$ cat src/rtl/tdm_mux8_pkg.sv
// Shared definitions for the eight-channel TDM serializer.
//   NUM_CH      : number of multiplexed channels
//   SEL_W       : width of the channel select sent downstream
//   HOLD_W      : width of the per-slot hold counter (SLOT_CYCLES up to 16)
//   tdm_state_t : serializer FSM states
package tdm_pkg;

  localparam int NUM_CH = 8;
  localparam int SEL_W  = 3;
  localparam int HOLD_W = 4;

  typedef enum logic {
    IDLE = 1'b0,
    SEND = 1'b1
  } tdm_state_t;

endpackage

$ cat src/rtl/tdm_mux8_if.sv
// Frame input handshake and serialized slot output of tdm_mux8.
//   in_valid/in_ready : frame handshake; a frame (in_data, in_mask) is taken
//                       at a rising edge where both are 1. in_valid may not
//                       depend on in_ready; the source holds its frame until
//                       taken, and nothing is captured while in_ready is 0.
//   d_out/s_out       : serialized bit and its channel number
//   d_valid           : d_out/s_out carry a live slot
//   frame_start/done  : single-cycle frame boundary pulses
// Modports: slave = the serializer, master = the frame source / line sink.
interface tdm_if;
  import tdm_pkg::*;

  logic              in_valid;
  logic              in_ready;
  logic [NUM_CH-1:0] in_data;
  logic [NUM_CH-1:0] in_mask;
  logic              d_out;
  logic [SEL_W-1:0]  s_out;
  logic              d_valid;
  logic              frame_start;
  logic              frame_done;

  modport slave (
    input  in_valid, in_data, in_mask,
    output in_ready, d_out, s_out, d_valid, frame_start, frame_done
  );

  modport master (
    output in_valid, in_data, in_mask,
    input  in_ready, d_out, s_out, d_valid, frame_start, frame_done
  );

endinterface

$ cat src/rtl/tdm_mux8_next_ch_enc.sv
// Priority encoder: finds the lowest set mask bit strictly above a start
// index. start is one bit wider than a channel number and read as signed,
// so start = -1 (all ones) searches the whole mask.
//   mask  : channel enables
//   start : signed start index (-1..NUM_CH-1)
//   ch    : lowest set channel above start (0 when none)
//   none  : no set channel above start
module next_ch_enc
  import tdm_pkg::*;
(
  input  logic [NUM_CH-1:0] mask,
  input  logic [SEL_W:0]    start,
  output logic [SEL_W-1:0]  ch,
  output logic              none
);

  // Scan downward so the last hit written is the lowest qualifying bit.
  always_comb begin
    ch   = '0;
    none = 1'b1;
    for (int i = NUM_CH - 1; i >= 0; i--) begin
      if (mask[i] && (i > int'($signed(start)))) begin
        ch   = SEL_W'(i);
        none = 1'b0;
      end
    end
  end

endmodule

$ cat src/rtl/tdm_mux8.sv
// Eight-channel time-division multiplexer / serializer. Takes a data word
// plus channel-enable mask and emits every enabled channel bit, lowest
// channel first, each held for SLOT_CYCLES cycles with its channel number.
//   clk, rst_n : clock, synchronous active-low reset
//   bus        : tdm_if.slave (frame handshake + serialized slot outputs)
//   state_dbg  : current FSM state
// All bus outputs are registered except in_ready, which is decoded from
// state and the last-slot condition (no path from in_valid).
module tdm_mux8
  import tdm_pkg::*;
#(
  parameter int SLOT_CYCLES = 1
) (
  input  logic       clk,
  input  logic       rst_n,
  tdm_if.slave       bus,
  output tdm_state_t state_dbg
);

  localparam logic [HOLD_W-1:0] HOLD_MAX = HOLD_W'(SLOT_CYCLES - 1);

  tdm_state_t        state, state_n;
  logic [NUM_CH-1:0] data_r, data_n;
  logic [NUM_CH-1:0] mask_r, mask_n;
  logic [SEL_W-1:0]  ch_r, ch_n;
  logic [HOLD_W-1:0] hold_r, hold_n;

  logic              d_out_r, d_valid_r, fs_r, fd_r;
  logic [SEL_W-1:0]  s_out_r;
  logic              d_out_n, d_valid_n, fs_n, fd_n;
  logic [SEL_W-1:0]  s_out_n;

  logic              slot_end, last_slot, ready, accept, load;
  logic              new_frame, empty_done, live_n;
  logic [SEL_W-1:0]  first_ch, nxt_ch;
  logic              first_none, nxt_none;

  // First channel of an incoming frame.
  next_ch_enc u_first (
    .mask  (bus.in_mask),
    .start ({(SEL_W + 1){1'b1}}),
    .ch    (first_ch),
    .none  (first_none)
  );

  // Channel following the current one in the captured mask.
  next_ch_enc u_next (
    .mask  (mask_r),
    .start ({1'b0, ch_r}),
    .ch    (nxt_ch),
    .none  (nxt_none)
  );

  assign slot_end  = (state == SEND) && (hold_r == HOLD_MAX);
  assign last_slot = slot_end && nxt_none;
  // Held low during reset so no frame looks accepted while rst_n is low.
  assign ready     = rst_n && ((state == IDLE) || last_slot);
  assign accept    = bus.in_valid && ready;

  always_comb begin
    state_n    = state;
    data_n     = data_r;
    mask_n     = mask_r;
    ch_n       = ch_r;
    hold_n     = hold_r;
    load       = 1'b0;
    new_frame  = 1'b0;
    empty_done = 1'b0;

    case (state)
      IDLE: load = accept;
      SEND: begin
        if (!slot_end) begin
          hold_n = hold_r + 1'b1;
        end else if (!nxt_none) begin
          ch_n   = nxt_ch;
          hold_n = '0;
        end else if (accept) begin
          load = 1'b1;
        end else begin
          state_n = IDLE;
        end
      end
      default: state_n = IDLE;
    endcase

    if (load) begin
      data_n = bus.in_data;
      mask_n = bus.in_mask;
      hold_n = '0;
      if (first_none) begin
        // Empty frame: nothing to send, just report completion.
        state_n    = IDLE;
        empty_done = 1'b1;
      end else begin
        state_n   = SEND;
        ch_n      = first_ch;
        new_frame = 1'b1;
      end
    end

    // Output registers are loaded with what the next cycle must show.
    // The next slot is the frame's last one when it is at terminal hold
    // and no enable bit sits above its channel.
    live_n    = (state_n == SEND);
    d_valid_n = live_n;
    d_out_n   = live_n && data_n[ch_n];
    s_out_n   = live_n ? ch_n : '0;
    fs_n      = new_frame;
    fd_n      = empty_done ||
                (live_n && (hold_n == HOLD_MAX) &&
                 ((mask_n >> ch_n) == NUM_CH'(1)));
  end

  always_ff @(posedge clk) begin
    if (!rst_n) begin
      state     <= IDLE;
      data_r    <= '0;
      mask_r    <= '0;
      ch_r      <= '0;
      hold_r    <= '0;
      d_valid_r <= 1'b0;
      d_out_r   <= 1'b0;
      s_out_r   <= '0;
      fs_r      <= 1'b0;
      fd_r      <= 1'b0;
    end else begin
      state     <= state_n;
      data_r    <= data_n;
      mask_r    <= mask_n;
      ch_r      <= ch_n;
      hold_r    <= hold_n;
      d_valid_r <= d_valid_n;
      d_out_r   <= d_out_n;
      s_out_r   <= s_out_n;
      fs_r      <= fs_n;
      fd_r      <= fd_n;
    end
  end

  assign bus.in_ready    = ready;
  assign bus.d_valid     = d_valid_r;
  assign bus.d_out       = d_out_r;
  assign bus.s_out       = s_out_r;
  assign bus.frame_start = fs_r;
  assign bus.frame_done  = fd_r;
  assign state_dbg       = state;

endmodule

$ cat src/flat_wrapper.sv
// flat-port wrapper written by rule: the top's interface ports become plain ports
module tdm_mux8_flat import tdm_pkg::*;
#(
  parameter int SLOT_CYCLES = 1
)
  (clk, rst_n, state_dbg, bus_in_valid, bus_in_data, bus_in_mask, bus_in_ready, bus_d_out, bus_s_out, bus_d_valid, bus_frame_start, bus_frame_done);
  tdm_if bus_i ();
  input  logic clk;
  input  logic rst_n;
  output tdm_state_t state_dbg;
  input wire logic [$bits(bus_i.in_valid)-1:0] bus_in_valid;
  input wire logic [$bits(bus_i.in_data)-1:0] bus_in_data;
  input wire logic [$bits(bus_i.in_mask)-1:0] bus_in_mask;
  output wire logic [$bits(bus_i.in_ready)-1:0] bus_in_ready;
  output wire logic [$bits(bus_i.d_out)-1:0] bus_d_out;
  output wire logic [$bits(bus_i.s_out)-1:0] bus_s_out;
  output wire logic [$bits(bus_i.d_valid)-1:0] bus_d_valid;
  output wire logic [$bits(bus_i.frame_start)-1:0] bus_frame_start;
  output wire logic [$bits(bus_i.frame_done)-1:0] bus_frame_done;
  assign bus_i.in_valid = bus_in_valid;
  assign bus_i.in_data = bus_in_data;
  assign bus_i.in_mask = bus_in_mask;
  assign bus_in_ready = bus_i.in_ready;
  assign bus_d_out = bus_i.d_out;
  assign bus_s_out = bus_i.s_out;
  assign bus_d_valid = bus_i.d_valid;
  assign bus_frame_start = bus_i.frame_start;
  assign bus_frame_done = bus_i.frame_done;
  tdm_mux8 #(.SLOT_CYCLES(SLOT_CYCLES)) u_core (.clk(clk), .rst_n(rst_n), .bus(bus_i), .state_dbg(state_dbg));
endmodule
$ cat config.mk
export PLATFORM = sky130hd
export DESIGN_NAME = tdm_mux8_flat
export DESIGN_NICKNAME = d
export VERILOG_FILES = /design/src/rtl/tdm_mux8_pkg.sv /design/src/rtl/tdm_mux8_if.sv /design/src/rtl/tdm_mux8_next_ch_enc.sv /design/src/rtl/tdm_mux8.sv /design/src/flat_wrapper.sv
export SDC_FILE = /design/constraint.sdc
export NUM_CORES = 1
export LEC_CHECK = 0
export BUFFER_PORTS_ARGS = -buffer_cell sky130_fd_sc_hd__buf_4
export CORE_ASPECT_RATIO = 1.25
export CORE_UTILIZATION = 50
export DETAILED_ROUTE_END_ITERATION = 10
export MAX_ROUTING_LAYER = met4
export PLACE_DENSITY = 0.75
export SYNTH_ARGS = -nofsm -noshare
export SYNTH_HDL_FRONTEND = slang
export SYNTH_SLANG_ARGS = --single-unit
$ cat constraint.sdc
create_clock -name clk -period 2.15 [get_ports clk]
set_input_delay 0.1075 -clock clk [delete_from_list [all_inputs] [get_ports clk]]
set_output_delay 0.1075 -clock clk [all_outputs]
set_load 0.02 [all_outputs]
==> results of run 1 <==
## per-stage QoR
stage	std cells	TNS (ns)	worst slack [ns]	total power, mW	hold slack (ns)
3_3_place_gp	324	-0.438	-0.231	1.15	0.367
2_1_floorplan	217	-0.0568	-0.0445	0.937	0.229
6_report	343	-0.634	-0.360	1.83	0.0731
4_1_cts	340	-0.353	-0.200	1.79	0.0669
5_1_grt	343	-0.848	-0.409	1.90	0.0825
3_5_place_dp	324	-0.582	-0.313	1.16	0.368
## cell families after synthesis
group	after synthesis	synth area share (%)
and+or+nand+nor	93	25.3
xor gates and xnor gates	1	0.500
DFF	30	34.3
adders and majority gates	2	1.43
muxes	16	10.3
buffers and inverters	18	5.57
AOI/OAI and AO/OA	57	22.6
## final cells by class
type,count,area (um2),share of cell area (%)
flip-flops and latches,30,611,22.7
multi-input cells,169,1160,43.0
well taps,37,46.3,1.72
inverters,9,33.8,1.26
clock buffers,5,68.8,2.56
repair buffers,90,728,27.1
clock inverters,3,45.0,1.67
## per-layer routing
layer  up-vias  share of wire [%]  wire (um)
met2        66                 53       2910
li1        936                  -          -
met5         -                  0          0
met3        16                3.7        203
met4         0                3.2        178
met1       948                 40       2180
## power by group
group | total, mW | switching [mW] | internal (mW)
clock | 0.581 | 0.236 | 0.344
sequential | 0.613 | 0.0238 | 0.589
combinational | 0.637 | 0.294 | 0.343
## worst paths after layout
path	end	from	cells past startpoint	slack [ns]
worst max-delay path	u_core.bus.frame_done	u_core.ch_r[2]	12	-0.36
worst max register to register	u_core.bus.frame_done	u_core.ch_r[2]	12	-0.36
worst min register to register	u_core.data_r[7]	u_core.data_r[7]	2	0.46
worst min-delay path	u_core.ch_r[0]	rst_n	2	0.07
## flip-flops by register name, summed over array words and instances (netlist names), 3 cells and up
name and flops:
u_core.ch_r 3, u_core.mask_r 8, u_core.data_r 8, u_core.hold_r 4, u_core.bus.s_out 3
## placed cells by master, fill, tap and decap left out, types with 2 or more instances in the layout
master	n
a21oi_1	17
a21oi_2	4
a31oi_1	5
a31oi_4	2
and2_1	2
and3_1	2
buf_12	2
buf_4	85
buf_6	2
clkbuf_8	5
clkinvlp_4	2
dfxtp_1	22
dfxtp_2	8
inv_1	8
mux2_4	2
mux2i_1	9
mux2i_4	3
nand2_1	23
nand2b_1	10
nand3_1	5
nand4_1	2
nor2_1	28
nor2_2	2
nor2b_1	3
nor3_1	7
o211ai_1	2
o21ai_0	3
o21ai_1	2
o21bai_1	2
o31a_1	2
## timing repair
action                                  CTS  global route
buffers inserted                          7             3
gates resized for setup                  14            10
pin swaps                                11             8
endpoints found under the setup margin    2             6
gates cloned                              1             0
hold endpoints to repair                  0             0
==> impl_metrics.env, run 1 <==
export IMPL_numCtsBuffers=5
export IMPL_fmax_ghz=0.398
export IMPL_finalInstanceArea_um2=2690
export IMPL_yosys_warnings=0
export IMPL_setup_viol=2
export IMPL_netlist_instances=217
export IMPL_maxCapViolations=0
export IMPL_avgSynthCellArea_um2=8.07
export IMPL_netlist_area_um2=1750
export IMPL_drc=0
export IMPL_core_area_um2=3280
export IMPL_final_core_util_pct=82.0
export IMPL_grt_overflow=0
export IMPL_cpMostUsedCell="mux2i_1"
export IMPL_grtUsageMet2_pct=54.2
export IMPL_die_x_um=54.9
export IMPL_crit_arrival_ns=2.74
export IMPL_ir_drop_mv=0.693
export IMPL_antenna_found_initial=0
export IMPL_clockBufferDepth=2
export IMPL_drtIter0Drc=55
export IMPL_ys_top_cells_by_count="dfxtp_1 (30), nor2_1 (30), nand2_1 (24), a21oi_1 (21), mux2i_1 (11)"
export IMPL_met1_usage_pct=34.5
export IMPL_power_density_nw_per_um2=680
export IMPL_io_pins=28
export IMPL_violations="setup timing"
export IMPL_finalMaxSlewViolations=0
export IMPL_viasPerCell=5.73
export IMPL_synth_seq_cells=30
export IMPL_crit_type="reg2reg"
export IMPL_cts_root_buf="clkbuf_8"
export IMPL_hp_class="in2reg"
export IMPL_synth_edff_count=0
export IMPL_insertedDiodeCount=0
export IMPL_required_ns=2.38
export IMPL_grt_pass1_vias=1841
export IMPL_die_area_um2=3750
export IMPL_synthFlopType="dfxtp_1"
export IMPL_grt_pass1_wl_um=8200
export IMPL_worst_setup_path_start_kind="flop"
export IMPL_yosys_area_top_type_share_pct=34.3
export IMPL_hold_violations=0
export IMPL_tightestPinTransition_ns=0.451
export IMPL_slowest_stage="dfxtp_2"
export IMPL_portBuffers=27
export IMPL_cp_end_kind="flop"
export IMPL_drive_gt1_share_pct=44.1
export IMPL_fp_dieH_um=68.2
export IMPL_cts_tree="yes"
export IMPL_wl_per_cell_um=16.0
export IMPL_power_leakage_nw=1.19
export IMPL_path_cells="buf_6 > or2_4 > o22a_1 > a31oi_4 > buf_4 > buf_16 > mux2i_1 > nand2b_1 > mux2_4 > mux2i_1 > nand2_1 > o21ai_1"
export IMPL_dp_hpwl_um=3520
export IMPL_fillers=194
export IMPL_max_slew_margin_rel_pct=69.7
export IMPL_track_usage_pct=32.1
export IMPL_top_usage_layer="met2"
export IMPL_clock_sinks=30
export IMPL_syn_nets=238
export IMPL_async_flop_share_pct=0
export IMPL_gp_congestion=0.926
export IMPL_skew_ns=0.00635
export IMPL_htree_levels=2
export IMPL_place_area_um2=2400
export IMPL_fin_crit_ns=2.51
export IMPL_initial_utilization_pct=53.4
export IMPL_wirelength_um=5480
export IMPL_status="complete, but fails checks"
export IMPL_synth_area_leaders="dfxtp_1 (34%), nor2_1 (6.4%), mux2i_1 (6.3%)"
export IMPL_yosysTopAreaCell="dfxtp_1"
export IMPL_rsz0062_at_grt="yes"
export IMPL_finalWorstSetupSlack_ns=-0.360
export IMPL_firstDrtPassIters=4
export IMPL_slowest_delay_ns=0.33
export IMPL_crit_fanout=6
export IMPL_vias=1966
export IMPL_path_buf_inv=3
export IMPL_cts_hold_buffers=0
export IMPL_grt_max_degree=21
export IMPL_synth_seq_area_share_pct=34.3
export IMPL_rows=23
export IMPL_final_antenna_net_count=0
export IMPL_ys_types=52
export IMPL_worstSkewPairLatency_ns=0.29
export IMPL_layout_nets=326
export IMPL_cp_top_family="compound AO/OA/AOI/OAI gates"
export IMPL_clk_pin_slew_ns=0.07
export IMPL_area_growth_synth_to_final_pct=53.6
export IMPL_use_met3_pct=6.67
export IMPL_finalCritPeriodShare_pct=117
No activity file was read; power rests on OpenSTA's default activity.
==> run 2: changes to the inputs <==
--- a/config.mk
+++ b/config.mk
@@ -9,8 +9,10 @@
 export CORE_ASPECT_RATIO = 1.25
 export CORE_UTILIZATION = 50
 export DETAILED_ROUTE_END_ITERATION = 10
+export HOLD_SLACK_MARGIN = 0.12
 export MAX_ROUTING_LAYER = met4
 export PLACE_DENSITY = 0.75
+export REMOVE_ABC_BUFFERS = 1
 export SYNTH_ARGS = -nofsm -noshare
 export SYNTH_HDL_FRONTEND = slang
 export SYNTH_SLANG_ARGS = --single-unit
==> run 2 against run 1 <==
Net effect: the flow still finishes with violations (setup timing); cell area increased by 6.6%; flip-flop and latch count unchanged; via count increased by 11%; hold slack improved by 0.11 ns; sequential share of layout area decreased by 1.5 points; critical path type unchanged; critical endpoint unchanged; largest cell class unchanged; largest power group is now clock.
==> impl_metrics.env, run 2 (synthesis results as in run 1) <==
export IMPL_status="complete, but fails checks"
export IMPL_violations="setup timing"
export IMPL_layout_nets=336
export IMPL_die_area_um2=3750
export IMPL_wirelength_um=7140
export IMPL_finalCritPeriodShare_pct=119
export IMPL_numCtsBuffers=5
export IMPL_fin_crit_ns=2.55
export IMPL_final_common_cell="buf_4"
export IMPL_tightestPinTransition_ns=0.509
export IMPL_crit_arrival_ns=2.78
export IMPL_rr_endpoint="u_core.bus.frame_done"
export IMPL_path_cells="o21ba_4 > a31oi_4 > and2_4 > a31oi_4 > nor2_4 > mux2i_4 > buf_6 > mux2i_1 > a21bo_1 > o221ai_2 > o21ai_1"
export IMPL_cpMostUsedCell="a31oi_4"
export IMPL_grt_overflow=0
export IMPL_gp_congestion=0.894
export IMPL_clkPwrFrac_pct=35.3
export IMPL_required_ns=2.38
export IMPL_wl_per_cell_um=20.2
export IMPL_cp_top_family="compound AO/OA/AOI/OAI gates"
export IMPL_firstDrtPassIters=5
export IMPL_cts_root_buf="clkbuf_8"
export IMPL_final_antenna_net_count=0
export IMPL_fin_total_pwr_mw=2.06
export IMPL_power_switching_mw=0.612
export IMPL_grt_pass1_wl_um=8850
export IMPL_skew_ns=0.00628
export IMPL_p_sw_share_pct=29.7
export IMPL_cp_end_kind="flop"
export IMPL_crit_fanout=7
export IMPL_fmax_ghz=0.392
export IMPL_finalMaxSlewViolations=0
export IMPL_initial_utilization_pct=53.4
export IMPL_maxCapViolations=0
export IMPL_antenna_found_initial=0
export IMPL_largestRegisters="u_core.data_r: 8 flops, u_core.mask_r: 8 flops, u_core.hold_r: 4 flops"
export IMPL_hold_violations=0
export IMPL_die_x_um=54.9
export IMPL_holdPathStages=3
export IMPL_internal_power_mw=1.45
export IMPL_final_core_util_pct=87.4
export IMPL_holdPathEnd="u_core.mask_r[2]"
export IMPL_clockBufferDepth=2
export IMPL_portBuffers=27
export IMPL_setup_viol=3
export IMPL_rows=23
export IMPL_area_growth_synth_to_final_pct=63.7
export IMPL_vias=2186
export IMPL_min_from="bus_in_mask[2]"
export IMPL_hp_class="in2reg"
export IMPL_combinationalPowerShare_pct=34.9
export IMPL_max_slew_margin_rel_pct=65.8
export IMPL_grt_pass1_vias=2027
export IMPL_ir_drop_mv=0.750
export IMPL_finalWorstSetupSlack_ns=-0.400
export IMPL_p_seq_share_pct=29.8
export IMPL_cts_tree="yes"
export IMPL_path_buf_inv=1
export IMPL_slowest_delay_ns=0.34
export IMPL_dp_hpwl_um=3530
export IMPL_r2r_start="u_core.mask_r[5]"
export IMPL_htree_levels=2
export IMPL_insertedDiodeCount=0
export IMPL_slowest_stage="mux2i_4"
export IMPL_power_density_nw_per_um2=719
export IMPL_drtIter0Drc=124
export IMPL_clock_sinks=30
export IMPL_viasPerCell=6.19
export IMPL_drc=0
export IMPL_power_leakage_nw=1.25
export IMPL_worstRegToRegCells=11
export IMPL_worstSkewPairLatency_ns=0.30
export IMPL_layout_common_cells="buf_4 (85), nor2_1 (28), dfxtp_1 (24), nand2_1 (23), a21oi_1 (18)"
export IMPL_io_pins=28
export IMPL_rsz0062_at_grt="yes"
export IMPL_clk_pin_slew_ns=0.07
export IMPL_fp_dieH_um=68.2
export IMPL_r2r_slack_ns=-0.40
export IMPL_core_area_um2=3280
export IMPL_worst_setup_path_start_kind="flop"
export IMPL_track_usage_pct=35.2
export IMPL_grt_max_degree=21
export IMPL_crit_type="reg2reg"
export IMPL_drive_gt1_share_pct=44.0
==> run 2: cell types whose count changed in the layout (fill, tap and decap cells not counted), moves of 3 or more <==
cell and change:
nand2b_4 +3, dlygate4sd3_1 +11, nand2b_1 -3, mux2i_1 -4
==> run 2: final cells by class <==
class / instances / area, um2
Timing Repair Buffer: 100 / 806
Multi-Input combinational cell: 169 / 1230
Fill cell: 159 / 413
Tap cell: 37 / 46.3
Sequential cell: 30 / 608
Clock inverter: 2 / 60.1
Inverter: 9 / 33.8
Clock buffer: 6 / 82.6
==> run 2: what timing repair did <==
action                                  CTS  global route
endpoints found under the setup margin    4             4
buffers inserted                          6             8
gates cloned                              0             0
pin swaps                                 4             9
hold endpoints to repair                 11             0
hold buffers                             11             0
gates resized for setup                  20            25
==> run 2: per-stage QoR <==
stage	worst slack [ns]	cells	TNS (ns)	cell area (um2)	hold slack, ns
global placement	-0.226	320	-0.441	2310	0.382
floorplan	-0.638	208	-1.54	1690	0.229
global route	-0.500	353	-1.19	2870	0.169
CTS	-0.159	345	-0.306	2690	0.138
finish	-0.400	353	-0.803	2870	0.185
detailed placement	-0.318	320	-0.621	2310	0.390
==> run 2: routing by layer <==
layer	track usage (%)	wire, um
met1	33.9	2400
met2	59.0	3640
met3	10.4	658
met4	23.1	448
met5	-	0
==> run 2: worst max-delay path by stage <==
stage,slack (ns),depth (start not counted),to,start
floorplan,-0.64,9,u_core.bus.frame_done,u_core.state_dbg
global placement,-0.23,11,u_core.bus.frame_done,u_core.ch_r[1]
detailed placement,-0.32,11,u_core.bus.frame_done,u_core.ch_r[1]
CTS,-0.16,10,u_core.bus.frame_done,u_core.ch_r[2]
global route,-0.50,11,u_core.bus.frame_done,u_core.mask_r[5]
finish,-0.40,11,u_core.bus.frame_done,u_core.mask_r[5]
==> run 2: worst min-delay path, stage by stage <==
cell and delay (ns):
buf_4 0.12, mux2i_4 0.09, nor2_1 0.12
==> run 2: power groups by stage <==
stage / Clock [mW] / Combinational (mW) / Sequential, mW
after floorplan: 0 / 0.257 / 0.636
after global placement: 0 / 0.505 / 0.617
after detailed placement: 0 / 0.514 / 0.618
after CTS: 0.722 / 0.586 / 0.609
after global routing: 0.749 / 0.754 / 0.617
final: 0.727 / 0.720 / 0.615
==> run 3: changes to the inputs <==
==> constraint.sdc (replaced) <==
create_clock -name clk -period 2.15 [get_ports clk]
set_input_delay 0.215 -clock clk [delete_from_list [all_inputs] [get_ports clk]]
set_output_delay 0.215 -clock clk [all_outputs]
set_load 0.02 [all_outputs]
==> run 3 against run 2 <==
Net effect: the run still ends with setup timing left; sequential power is essentially flat; maximum frequency shrank 4.8%; total power shrank 18%; hold slack gained 0.016 ns.
==> impl_metrics.env, run 3 (synthesis results as in run 1) <==
export IMPL_status="complete, but fails checks"
export IMPL_violations="setup timing"
export IMPL_cts_root_buf="clkbuf_8"
export IMPL_final_antenna_net_count=0
export IMPL_stdcell_count=340
export IMPL_fmax_ghz=0.373
export IMPL_gp_congestion=0.946
export IMPL_crit_fanout=4
export IMPL_tightestPinTransition_ns=0.425
export IMPL_finalWorstSetupSlack_ns=-0.528
export IMPL_ir_drop_mv=0.571
export IMPL_placed_cells=326
export IMPL_finalInstanceArea_um2=2630
export IMPL_power_switching_mw=0.542
export IMPL_rsz0062_at_grt="yes"
export IMPL_p_seq_share_pct=36.3
export IMPL_slowest_delay_ns=0.35
export IMPL_crit_arrival_ns=2.89
export IMPL_cts_tree="yes"
export IMPL_final_common_cell="buf_4"
export IMPL_grt_max_degree=21
export IMPL_insertedDiodeCount=0
export IMPL_wl_per_cell_um=17.6
export IMPL_area_growth_synth_to_final_pct=50.1
export IMPL_setup_viol=2
export IMPL_power_leakage_nw=1.17
export IMPL_p_sw_share_pct=32.1
export IMPL_cpMostUsedCell="mux2_4"
export IMPL_fp_dieH_um=68.2
export IMPL_portBuffers=27
export IMPL_drtIter0Drc=98
export IMPL_finalCritPeriodShare_pct=125
export IMPL_core_area_um2=3280
export IMPL_crit_start="u_core.mask_r[5]"
export IMPL_max_slew_margin_rel_pct=71.5
export IMPL_drive_gt1_share_pct=41.6
export IMPL_grt_pass1_vias=1849
export IMPL_combinationalPowerShare_pct=38.8
export IMPL_wirelength_um=5970
export IMPL_htree_levels=2
export IMPL_firstDrtPassIters=4
export IMPL_clkPwrFrac_pct=24.8
export IMPL_slowest_stage="dfxtp_2"
export IMPL_antenna_found_initial=0
export IMPL_power_density_nw_per_um2=641
export IMPL_clk_pin_slew_ns=0.06
export IMPL_rows=23
export IMPL_hp_class="in2reg"
export IMPL_required_ns=2.36
export IMPL_viasPerCell=5.81
export IMPL_io_pins=28
export IMPL_min_from="bus_in_data[7]"
export IMPL_grt_overflow=0
export IMPL_finalMaxSlewViolations=0
export IMPL_initial_utilization_pct=53.4
export IMPL_layout_nets=324
export IMPL_fillers=210
export IMPL_drc=0
export IMPL_layout_common_cells="buf_4 (82), nor2_1 (28), dfxtp_1 (25), nand2_1 (23), a21oi_1 (19)"
export IMPL_grt_pass1_wl_um=8380
export IMPL_track_usage_pct=33.6
export IMPL_skew_ns=0.00820
export IMPL_hold_violations=0
export IMPL_cts_hold_buffers=0
export IMPL_die_area_um2=3750
export IMPL_fin_crit_ns=2.68
export IMPL_cp_end_kind="flop"
export IMPL_internal_power_mw=1.14
export IMPL_worst_setup_path_start_kind="flop"
export IMPL_clock_sinks=30
export IMPL_maxCapViolations=0
export IMPL_vias=1974
export IMPL_worstSkewPairLatency_ns=0.28
export IMPL_path_cells="o21ba_4 > a31oi_4 > nand2_2 > o21ai_4 > mux2_4 > mux2i_4 > buf_6 > mux2_4 > mux2i_1 > nand2_1 > o21ai_1"
export IMPL_dp_hpwl_um=3620
export IMPL_die_x_um=54.9
export IMPL_clockBufferDepth=2
export IMPL_numCtsBuffers=5
export IMPL_r2r_start="u_core.mask_r[5]"
export IMPL_crit_type="reg2reg"
export IMPL_largestRegisters="u_core.data_r: 8 flops, u_core.mask_r: 8 flops, u_core.hold_r: 4 flops"
export IMPL_place_area_um2=2370
[run 3: cell types whose count changed in the layout (fill, tap and decap cells not counted), moves of 3 or more]
cell / previous run / this run
dlygate4sd3_1: 11 / 0
mux2i_1: 5 / 10
buf_4: 85 / 82
mux2i_2: 3 / 0
nand2b_1: 7 / 10
nand2b_4: 3 / 0
[run 3: final timing paths]
check | end | slack, ns | depth (start not counted)
worst max register to register | u_core.bus.frame_done | -0.53 | 11
worst min register to register | u_core.data_r[6] | 0.46 | 2
worst min-delay path | u_core.data_r[7] | 0.20 | 3
worst max-delay path | u_core.bus.frame_done | -0.53 | 11
[run 3: metal layers]
metal | part of all wire, % | wire, um | track usage [%] | vias up
met4 | 5.0 | 297 | 18.4 | 0
met5 | 0 | 0 | - | -
met2 | 52 | 3070 | 57.1 | 86
li1 | - | - | - | 928
met1 | 38 | 2260 | 34.7 | 931
met3 | 5.6 | 337 | 8.00 | 29
[run 3: cell type report]
cell class / count / area [um2] / share of cell area (%)
Sequential cell: 30 / 607 / 23.1
Clock inverter: 2 / 10.0 / 0.381
Tap cell: 37 / 46.3 / 1.76
Clock buffer: 5 / 68.8 / 2.62
Multi-Input combinational cell: 169 / 1160 / 44.2
Inverter: 9 / 33.8 / 1.28
Timing Repair Buffer: 88 / 701 / 26.6
[run 3: metrics by stage]
step	utilization, %	hold slack, ns	total power, mW	setup slack, ns	TNS [ns]
2_1_floorplan	-	0.337	0.893	-0.638	-1.54
3_3_place_gp	72.2	0.448	1.14	-0.267	-0.531
3_5_place_dp	72.2	0.454	1.15	-0.361	-0.680
4_1_cts	79.1	0.198	1.65	-0.241	-0.462
5_1_grt	80.2	0.210	1.76	-0.603	-1.18
6_report	80.2	0.200	1.69	-0.528	-0.859
[run 3: worst max-delay path: cells and delay by family, from the launching register on]
family	cells	cell delay [ns]
compound gates	4	0.74
buf+inv	1	0.14
flops	1	0.35
mux	4	1.16
simple gates	2	0.22
[run 3: power groups by stage]
stage / registers, mW / logic (mW) / clock network (mW)
4_1_cts: 0.608 / 0.614 / 0.424
3_5_place_dp: 0.617 / 0.532 / 0
5_1_grt: 0.614 / 0.694 / 0.450
3_3_place_gp: 0.616 / 0.523 / 0
6_report: 0.613 / 0.655 / 0.418
2_1_floorplan: 0.636 / 0.257 / 0
[run 3: what timing repair did]
| item | CTS | global route |
|---|---|---|
| gates resized for setup | 23 | 12 |
| pin swaps | 11 | 6 |
| hold endpoints to repair | 0 | 0 |
| setup buffers | 5 | 2 |
| cloned | 1 | 0 |
| endpoints found under the setup margin | 5 | 10 |
